**config.mk**
```make
export PLATFORM = sky130hd
export DESIGN_NAME = i2c_burst_transactor
export DESIGN_NICKNAME = d
export VERILOG_FILES = /design/src/rtl/i2c_pkg.sv /design/src/rtl/i2c_cmd_watchdog.sv /design/src/rtl/i2c_burst_transactor.sv
export SDC_FILE = /design/constraint.sdc
export NUM_CORES = 1
export LEC_CHECK = 0
export ABC_AREA = 1
export CAP_MARGIN = 10
export CORE_MARGIN = 2
export CORE_UTILIZATION = 49
export CTS_BUF_LIST = sky130_fd_sc_hd__clkbuf_8
export DETAILED_ROUTE_END_ITERATION = 10
export GPL_TIMING_DRIVEN = 0
export PLACE_DENSITY = 0.82
export SKIP_LAST_GASP = 1
export SLEW_MARGIN = 30
export SYNTH_ARGS = -nofsm -noshare
export SYNTH_HDL_FRONTEND = slang
export SYNTH_SLANG_ARGS = --single-unit
```
**constraint.sdc**
```tcl
create_clock -name i_clk -period 1.7 [get_ports i_clk]
set_input_delay 0.255 -clock i_clk [delete_from_list [all_inputs] [get_ports i_clk]]
set_output_delay 0.255 -clock i_clk [all_outputs]
set_load 0.005 [all_outputs]
```
**src/rtl/i2c_pkg.sv**
```systemverilog
// Shared definitions for the I2C burst transactor.
//   - Command encodings driven on o_cmd towards the I2C master.
//   - Error codes reported on o_err_code.
//   - Controller state enumeration.
package i2c_pkg;

  // Command encodings understood by i2c_master_interface.
  localparam logic [2:0] CMD_IDLE      = 3'd0;
  localparam logic [2:0] CMD_START     = 3'd1;  // (repeated) START + address byte in tx_data
  localparam logic [2:0] CMD_WRITE     = 3'd2;  // write tx_data, sample slave ACK
  localparam logic [2:0] CMD_READ      = 3'd3;  // master-side raw read; not issued by this controller
  localparam logic [2:0] CMD_READ_ACK  = 3'd4;  // read a byte, master ACKs (more to follow)
  localparam logic [2:0] CMD_READ_NACK = 3'd5;  // read a byte, master NACKs (final byte)
  localparam logic [2:0] CMD_STOP      = 3'd6;

  // Completion codes.
  localparam logic [1:0] ERR_NONE      = 2'd0;
  localparam logic [1:0] ERR_ADDR_NACK = 2'd1;
  localparam logic [1:0] ERR_DATA_NACK = 2'd2;
  localparam logic [1:0] ERR_TIMEOUT   = 2'd3;  // also used for an illegal length

  typedef enum logic [3:0] {
    S_IDLE,
    S_START,
    S_WR_REG,
    S_RESTART,
    S_RD_BYTE,
    S_WR_WAIT,
    S_WR_BYTE,
    S_STOP,
    S_DONE
  } state_e;

endpackage

```
**src/rtl/i2c_cmd_watchdog.sv**
```systemverilog
// Per-command watchdog for the I2C burst transactor.
// Only instantiated when I2C_BURST_TIMEOUT_EN is defined.
//   i_clk, i_rst : clock, synchronous active-high reset
//   i_start      : a command was issued this cycle; begin counting
//   i_clear      : the command finished (or the expiry was acted on); stop and clear
//   o_expire     : the outstanding command has been waiting TIMEOUT_CYCLES cycles
module i2c_cmd_watchdog #(
  parameter int TIMEOUT_CYCLES = 100000
) (
  input  logic i_clk,
  input  logic i_rst,
  input  logic i_start,
  input  logic i_clear,
  output logic o_expire
);

  localparam int CNT_W = $clog2(TIMEOUT_CYCLES + 1);

  logic             r_run;
  logic [CNT_W-1:0] r_cnt;

  assign o_expire = r_run && (r_cnt == CNT_W'(TIMEOUT_CYCLES));

  always_ff @(posedge i_clk) begin
    if (i_rst || i_clear) begin
      r_run <= 1'b0;
      r_cnt <= '0;
    end else if (i_start) begin
      r_run <= 1'b1;
      r_cnt <= '0;
    end else if (r_run && !o_expire) begin
      r_cnt <= r_cnt + CNT_W'(1);
    end
  end

endmodule

```
**src/rtl/i2c_burst_transactor.sv**
```systemverilog
// I2C register burst transactor: multi-byte register reads/writes to one
// 7-bit device, retrying on address/register NACK. Drives the command
// handshake of i2c_master_interface (one outstanding command at a time).
// Optional feature macro: I2C_BURST_TIMEOUT_EN (per-command watchdog).
//
// Ports
//   i_clk, i_rst          clock, synchronous active-high reset
//   i_start/i_rw/i_reg_addr/i_len   request (sampled only when idle)
//   i_wr_data/i_wr_valid/o_wr_ready write byte stream
//   o_rd_data/o_rd_valid/o_rd_last  read byte stream
//   o_busy/o_done/o_error/o_err_code transaction status
//   o_cmd/o_cmd_valid/o_tx_data      command to the I2C master
//   i_cmd_done/i_cmd_error/i_rx_data command completion from the master
module i2c_burst_transactor
  import i2c_pkg::*;
#(
  parameter logic [6:0] DEV_ADDR       = 7'h28,
  parameter int         MAX_LEN        = 8,
  parameter int         RETRIES        = 3,
  parameter int         TIMEOUT_CYCLES = 100000,
  parameter int         LEN_W          = $clog2(MAX_LEN + 1)
) (
  input  logic             i_clk,
  input  logic             i_rst,
  input  logic             i_start,
  input  logic             i_rw,
  input  logic [7:0]       i_reg_addr,
  input  logic [LEN_W-1:0] i_len,
  input  logic [7:0]       i_wr_data,
  input  logic             i_wr_valid,
  output logic             o_wr_ready,
  output logic [7:0]       o_rd_data,
  output logic             o_rd_valid,
  output logic             o_rd_last,
  output logic             o_busy,
  output logic             o_done,
  output logic             o_error,
  output logic [1:0]       o_err_code,
  output logic [2:0]       o_cmd,
  output logic             o_cmd_valid,
  output logic [7:0]       o_tx_data,
  input  logic             i_cmd_done,
  input  logic             i_cmd_error,
  input  logic [7:0]       i_rx_data
);

  localparam int RTY_W = (RETRIES > 0) ? $clog2(RETRIES + 1) : 1;

  state_e           r_state, w_state_nxt;
  logic             r_pending;     // a command has been issued and not yet completed
  logic [RTY_W-1:0] r_retry;
  logic             r_again;       // the STOP in progress ends a failed attempt; start over
  logic [LEN_W-1:0] r_cnt;         // bytes completed in this attempt
  logic [1:0]       r_err_code;
  logic             r_rd_valid, r_rd_last;
  logic [7:0]       r_rd_data;
  logic             r_rw;
  logic [7:0]       r_reg_addr;
  logic [LEN_W-1:0] r_len;
  logic [7:0]       r_wr_byte;

  logic       w_ack, w_last, w_len_bad, w_expire;
  logic       w_capture, w_cnt_inc, w_restart, w_retry_dec, w_again_set;
  logic       w_err_set, w_wr_latch, w_rd_take, w_addr_nack;
  logic [1:0] w_err_val;

  assign w_ack      = r_pending && i_cmd_done;
  assign w_last     = (r_cnt == r_len - LEN_W'(1));
  assign w_len_bad  = (i_len == '0) || (int'(i_len) > MAX_LEN);
  assign o_err_code = r_err_code;
  assign o_rd_valid = r_rd_valid;
  assign o_rd_last  = r_rd_last;
  assign o_rd_data  = r_rd_data;

`ifdef I2C_BURST_TIMEOUT_EN
  i2c_cmd_watchdog #(
    .TIMEOUT_CYCLES(TIMEOUT_CYCLES)
  ) u_watchdog (
    .i_clk   (i_clk),
    .i_rst   (i_rst),
    .i_start (o_cmd_valid),
    .i_clear (w_ack || w_expire),
    .o_expire(w_expire)
  );
`else
  // No watchdog in this build: a command waits for i_cmd_done forever.
  // The comparison is constant-false and only keeps the parameter referenced.
  assign w_expire = (TIMEOUT_CYCLES < 0);
`endif

  always_ff @(posedge i_clk) begin
    if (i_rst) r_state <= S_IDLE;
    else       r_state <= w_state_nxt;
  end

  always_comb begin
    w_state_nxt = r_state;
    o_cmd       = CMD_IDLE;
    o_cmd_valid = 1'b0;
    o_tx_data   = 8'h00;
    o_wr_ready  = 1'b0;
    o_busy      = (r_state != S_IDLE) && (r_state != S_DONE);
    o_done      = 1'b0;
    o_error     = 1'b0;
    w_capture   = 1'b0;
    w_cnt_inc   = 1'b0;
    w_restart   = 1'b0;
    w_retry_dec = 1'b0;
    w_again_set = 1'b0;
    w_err_set   = 1'b0;
    w_err_val   = ERR_NONE;
    w_wr_latch  = 1'b0;
    w_rd_take   = 1'b0;
    w_addr_nack = 1'b0;

    case (r_state)
      S_IDLE: begin
        if (i_start) begin
          w_capture = 1'b1;
          if (w_len_bad) begin
            w_err_set   = 1'b1;
            w_err_val   = ERR_TIMEOUT;
            w_state_nxt = S_DONE;
          end else begin
            w_state_nxt = S_START;
          end
        end
      end
      S_START: begin
        o_cmd       = CMD_START;
        o_tx_data   = {DEV_ADDR, 1'b0};
        o_cmd_valid = !r_pending;
        if (w_ack && i_cmd_error) w_addr_nack = 1'b1;
        else if (w_ack)           w_state_nxt = S_WR_REG;
      end
      S_WR_REG: begin
        o_cmd       = CMD_WRITE;
        o_tx_data   = r_reg_addr;
        o_cmd_valid = !r_pending;
        if (w_ack && i_cmd_error) w_addr_nack = 1'b1;
        else if (w_ack)           w_state_nxt = r_rw ? S_RESTART : S_WR_WAIT;
      end
      S_RESTART: begin
        o_cmd       = CMD_START;
        o_tx_data   = {DEV_ADDR, 1'b1};
        o_cmd_valid = !r_pending;
        if (w_ack && i_cmd_error) w_addr_nack = 1'b1;
        else if (w_ack)           w_state_nxt = S_RD_BYTE;
      end
      S_RD_BYTE: begin
        // The master NACKs only the final byte so the slave releases SDA.
        o_cmd       = w_last ? CMD_READ_NACK : CMD_READ_ACK;
        o_cmd_valid = !r_pending;
        if (w_ack) begin
          w_rd_take = 1'b1;
          w_cnt_inc = 1'b1;
          if (w_last) w_state_nxt = S_STOP;
        end
      end
      S_WR_WAIT: begin
        o_wr_ready = 1'b1;
        if (i_wr_valid) begin
          w_wr_latch  = 1'b1;
          w_state_nxt = S_WR_BYTE;
        end
      end
      S_WR_BYTE: begin
        o_cmd       = CMD_WRITE;
        o_tx_data   = r_wr_byte;
        o_cmd_valid = !r_pending;
        if (w_ack && i_cmd_error) begin
          // Upstream bytes are already consumed, so a data NACK is final.
          w_err_set   = 1'b1;
          w_err_val   = ERR_DATA_NACK;
          w_state_nxt = S_STOP;
        end else if (w_ack) begin
          w_cnt_inc   = 1'b1;
          w_state_nxt = w_last ? S_STOP : S_WR_WAIT;
        end
      end
      S_STOP: begin
        o_cmd       = CMD_STOP;
        o_cmd_valid = !r_pending;
        if (w_ack) begin
          if (r_again) begin
            w_restart   = 1'b1;
            w_state_nxt = S_START;
          end else begin
            w_state_nxt = S_DONE;
          end
        end
      end
      S_DONE: begin
        o_done      = 1'b1;
        o_error     = (r_err_code != ERR_NONE);
        w_state_nxt = S_IDLE;
      end
      default: w_state_nxt = S_IDLE;
    endcase

    // Address or register NACK: release the bus, then retry or give up.
    if (w_addr_nack) begin
      w_state_nxt = S_STOP;
      if (r_retry != '0) begin
        w_retry_dec = 1'b1;
        w_again_set = 1'b1;
      end else begin
        w_err_set = 1'b1;
        w_err_val = ERR_ADDR_NACK;
      end
    end

    // A hung master gets no STOP; finish straight away.
    if (r_pending && w_expire) begin
      w_state_nxt = S_DONE;
      w_err_set   = 1'b1;
      w_err_val   = ERR_TIMEOUT;
    end
  end

  always_ff @(posedge i_clk) begin
    if (i_rst) begin
      r_pending  <= 1'b0;
      r_retry    <= '0;
      r_again    <= 1'b0;
      r_cnt      <= '0;
      r_err_code <= ERR_NONE;
      r_rd_valid <= 1'b0;
      r_rd_last  <= 1'b0;
      r_rd_data  <= 8'h00;
    end else begin
      r_rd_valid <= w_rd_take;
      r_rd_last  <= w_rd_take && w_last;
      if (w_rd_take) r_rd_data <= i_rx_data;

      if (w_ack || (r_pending && w_expire)) r_pending <= 1'b0;
      else if (o_cmd_valid)                 r_pending <= 1'b1;

      if (w_capture) begin
        r_retry    <= RTY_W'(RETRIES);
        r_again    <= 1'b0;
        r_cnt      <= '0;
        r_err_code <= ERR_NONE;
      end
      if (w_retry_dec) r_retry <= r_retry - RTY_W'(1);
      if (w_again_set) r_again <= 1'b1;
      if (w_restart) begin
        r_again <= 1'b0;
        r_cnt   <= '0;
      end
      if (w_cnt_inc) r_cnt <= r_cnt + LEN_W'(1);
      if (w_err_set) r_err_code <= w_err_val;
    end
  end

  // Request fields and the write holding byte carry no control meaning
  // until a transaction has captured them.
  always_ff @(posedge i_clk) begin
    if (w_capture) begin
      r_rw       <= i_rw;
      r_reg_addr <= i_reg_addr;
      r_len      <= i_len;
    end
    if (w_wr_latch) r_wr_byte <= i_wr_data;
  end

endmodule
```
* After elaboration in Yosys (flattened, before gate mapping)
Index checks and enable logic that the tools add are counted.
** Word-level totals
- Register bits :: 45
- Latch bits :: 0
- RAM bits :: 0
- Bits in read-only memories :: 0
- Input port bits :: 35
- Memories :: 0
** Operators by class
- $add $sub $neg :: 3
- Multipliers :: 0
- Divide/modulo/power cells :: 0
- Order comparisons :: 1
- Eq/ne operators :: 34
- Shift-type cells :: 0
- Multiplexer cells :: 61
- Bitwise operators :: 0
- Reduce and logical (&&, ||, !) cells :: 23
** Operators with widths (number)
- 2-to-1 mux 4 bit :: 18
- inequality test 3 bit, second input constant :: 12
- one-hot mux 4 bit (8 select lines) :: 1
- one-hot mux 8 bit (4 select lines) :: 1
- 2-to-1 mux 1 bit :: 25
- AND reduction 12 bit :: 2
- inequality test 2 bit, second input constant :: 11
- 2-to-1 mux 2 bit :: 10
- == test 4 x 3 -> 1 bit, second input constant :: 4
- one-hot mux 3 bit (4 select lines) :: 1
- OR reduction 2 bit :: 5
- == test 4 x 2 -> 1 bit, second input constant :: 2
- zero test 4 bit :: 2
- inequality test 4 bit, second input constant :: 2
- nonzero test 2 bit :: 4
- 2-to-1 mux 3 bit :: 2
- OR reduction 6 bit :: 1
- adder 4 x 1 -> 4 bit, second input constant :: 1
- == test 4 x 1 -> 1 bit, second input constant :: 1
- == test 4 bit :: 1
- == test 4 bit, second input constant :: 1
- greater-than comparator 4 bit, second input constant :: 1
- logical AND 1 bit :: 4
- one-hot mux 1 bit (2 select lines) :: 2
- other kinds (8) :: 8

* Longest topological paths before layout
- Depth in word-level cells :: 8
- Depth in mapped cells :: 14

* Worst setup path before layout
No wires, ideal clock.
- Kind :: register to output
- From :: register r_len[0]
- To :: output port o_cmd[0]
- Arrival time :: 1304 ps
- Required time :: 1445 ps
- Setup slack :: 141 ps
- Stages on the path, launching flop included :: 8
- Path buffers :: 0
- Cell sequence :: edfxtp_1 > inv_1 > ha_1 > xor2_1 > nand2_1 > nor2_1 > nand2_1 > o31ai_1
** On the way
- Cells in the longest elaborated chain, start to end :: 4
** Ends and longest elaborated chain
- start: declaration :: RTL line i2c_burst_transactor.sv:59 : logic [LEN_W-1:0] r_len;
- start signal: assignment :: RTL line i2c_burst_transactor.sv:262 : r_len <= i_len;
- subtractor 4 x 1 -> 4 bit :: RTL line i2c_burst_transactor.sv:68 : assign w_last = (r_cnt == r_len - LEN_W'(1));
- == test 4 bit :: RTL line i2c_burst_transactor.sv:68
- 2-to-1 mux 1 bit :: RTL line i2c_burst_transactor.sv:152 : o_cmd = w_last ? CMD_READ_NACK : CMD_READ_ACK;
- one-hot mux 3 bit (4 select lines) :: RTL line i2c_burst_transactor.sv:116 : case (r_state)
- end: declaration :: RTL line i2c_burst_transactor.sv:39 : output logic [2:0] o_cmd,
Every way passes these cells.

* Worst setup path after layout
Same ends and word-level chain as after synthesis.

==> impl_metrics.json <==
{
  "violations": "negative setup slack",
  "setup_violations": 10,
  "leakage_nw": 1.448,
  "syn_nets": 290,
  "netSwitchingFraction_pct": 38.96,
  "synth_seq_cells": 45,
  "die_h_um": 70.22,
  "pwr_density_cell_nw_per_um2": 1307,
  "area_growth_syn_to_layout_pct": 57.83,
  "synthFlopType": "dfxtp_1",
  "cts.path.max_buffers": 2,
  "grt_setup_unrepaired": "yes",
  "clockRootBuffer": "clkbuf_8",
  "grt_max_degree": 16,
  "overflow": 0,
  "p_seq_share_pct": 32.9,
  "routedWlPerCell_um": 17.08,
  "antenna_found_initial": 0,
  "dp_slack_ns": -0.5916,
  "use_met2_pct": 45.82,
  "fmax_ghz": 0.4623,
  "ant_nets": 0,
  "die-area_um2": 4930,
  "critPathBufInv": 2,
  "drc": 0,
  "yosysSeqAreaShare_pct": 51.72,
  "critical_path_arrival_ns": 1.91,
  "drt_iter0_markers": 248,
  "synth-edff-count": 21,
  "drive_gt1_share_pct": 31.64,
  "comb_power_share_pct": 49.2,
  "rows": 24,
  "fin_ws_ns": -0.4630,
  "pwr-share-clk_pct": 18.0,
  "worstPathMaxFanout": 2,
  "use_met3_pct": 4.473,
  "maxCapViolCount": 0,
  "ioPinCount": 63,
  "tns_ns": -1.969,
  "crit_family": "flip-flops",
  "path_class": "reg2out",
  "dp.cells": 365,
  "htreeDepth": 2,
  "fin_crit_sh_pct": 127.2,
  "slew_headroom_pct": 50.03,
  "cts_tree": "yes",
  "critPathRequiredTime_ns": 1.44,
  "vias": 2243,
  "wl_mm": 6.934,
  "place.gp.congestion": 0.8502,
  "core_um2": 4294,
  "met1_usage_pct": 29.56,
  "synth.distinct_cells": 33,
  "crit_path_start_kind": "flip-flop",
  "grt_pass1_wl_mm": 9.777,
  "clk_pin_slew_worst_paths_ns": 0.08,
  "synthCells": 252,
  "ir_drop_uv": 985.8,
  "finalHoldViolCount": 0,
  "design_area_um2": 3391,
  "synth_async_sr_flop_share_pct": 0,
  "placed_area_um2": 2829,
  "worst_pin_slew_ns": 0.7456,
  "final_core_util_pct": 78.96,
  "insertion_delay_ns": 0.30,
  "worstPathCellList": "inv_2 -> ha_4 -> xor2_1 -> nand2_1 -> nor2_4 -> nand2_2 -> o31ai_2 -> buf_2",
  "die_width_um": 70.22,
  "grt_pass1_vias": 2122,
  "end_kind": "primary output",
  "p_int_mw": 2.706,
  "power.switching_mw": 1.727,
  "track_usage_pct": 25.39,
  "grt.busiest_layer": "met2",
  "numPortBuffers": 61,
  "dp_hpwl_mm": 3.906,
  "status": "finished, violations left",
  "avgSynthCellArea_um2": 8.525,
  "drtPass1Iterations": 5,
  "layout.cells.non_filler": 406,
  "slew_violations": 0,
  "min_path_type": "in2reg",
  "initial_core_util_pct": 50.03,
  "numCtsBuffers": 5,
  "crit_slowest_cell": "edfxtp_1",
  "fin_crit_ns": 2.163,
  "nets": 391,
  "syn_area_um2": 2148,
  "skew_ns": 0.006604,
  "cp_slowest_stage_delay_ns": 0.40,
  "viasPerCell": 5.525,
  "yosysWarnings": 0,
  "numClockSinks": 45,
  "n_antenna_cell": 0
}
## metrics by stage
stage	hold slack (ns)	total power, mW
2_1_floorplan	0.3539	2.354
3_3_place_gp	0.4482	2.898
3_5_place_dp	0.4520	2.949
4_1_cts	0.3298	4.011
5_1_grt	0.3591	4.649
6_report	0.3311	4.433
## layer usage
metal	up-vias	share of wire, %
met5	-	0
met4	0	3.3
met3	30	5.3
met2	113	53
met1	1062	38
li1	1038	-
## cells by family after synthesis
group	share of synthesized area [%]
AO/OA/AOI/OAI	10.48
adder cells (fa/ha/maj)	1.747
flip-flops	51.72
XOR/XNOR	1.631
AND/OR/NAND/NOR	27.90
buffers and inverters	6.522
## what timing repair did
action,in CTS,in global routing
gates cloned,2,0
buffers inserted,21,15
pin swaps,13,21
hold buffers,0,0
resized for setup,64,50
endpoints found under the setup margin,20,21
## synthesized netlist by cell type (3+ instances only)
| cell | number | area share, % |
|---|---|---|
| nor3_2 | 3 | 1.4 |
| inv_1 | 23 | 4.0 |
| nand2_2 | 5 | 1.5 |
| nand2_4 | 3 | 1.6 |
| o21ai_0 | 4 | 0.93 |
| nand3_1 | 20 | 4.7 |
| inv_2 | 9 | 1.6 |
| edfxtp_1 | 21 | 29 |
| dfxtp_1 | 24 | 22 |
| a22o_1 | 5 | 2.0 |
| ha_1 | 3 | 1.7 |
| nand2_1 | 61 | 11 |
| nor2_2 | 5 | 1.5 |
| nor3_1 | 4 | 0.93 |
| xor2_1 | 3 | 1.2 |
| a21oi_1 | 19 | 4.4 |
| nor2_1 | 21 | 3.7 |
## cell type report
cell class,count,area (µm²)
Fill cell,238,903.4
Inverter,32,140.1
Clock buffer,5,68.82
Clock inverter,3,41.29
Timing Repair Buffer,94,853.3
Buffer,3,12.51
Sequential cell,45,1126
Multi-Input combinational cell,172,1084
Tap cell,52,65.06
## placed cells by master, fill, tap and decap left out, types with 7 or more instances in the layout
master / count
a21oi_1: 18
buf_4: 23
buf_6: 11
clkdlybuf4s50_1: 45
dfxtp_1: 20
edfxtp_1: 21
inv_1: 20
inv_2: 8
nand2_1: 50
nand2_2: 10
nand2_4: 7
nand3_1: 16
nor2_1: 17
nor2_4: 7
## registers in the layout, summed over array words and instances, names as in the netlist
register and cells:
r_state 4, o_rd_last 1, r_again 1, r_len 4, r_pending 1, r_retry 2
r_wr_byte 8, r_cnt 4, r_reg_addr 8, o_rd_data 8, o_err_code 2, r_rw 1
o_rd_valid 1
## worst paths after layout
kind	cells after the start	start	to	slack, ns
max	8	r_len[0]	o_cmd[0]	-0.46
max reg2reg	13	r_len[0]	r_state[1]	-0.40
min reg2reg	2	o_rd_data[2]	o_rd_data[2]	0.46
min	2	i_rst	o_rd_data[2]	0.33
## power groups by stage
stage / registers (mW) / logic, mW / clock network, mW
global route: 1.47 / 2.34 / 0.839
global placement: 1.42 / 1.48 / 0
CTS: 1.42 / 1.78 / 0.805
detailed placement: 1.43 / 1.52 / 0
finish: 1.46 / 2.18 / 0.796
floorplan: 1.41 / 0.945 / 0
No activity file was read; power rests on OpenSTA's default activity.
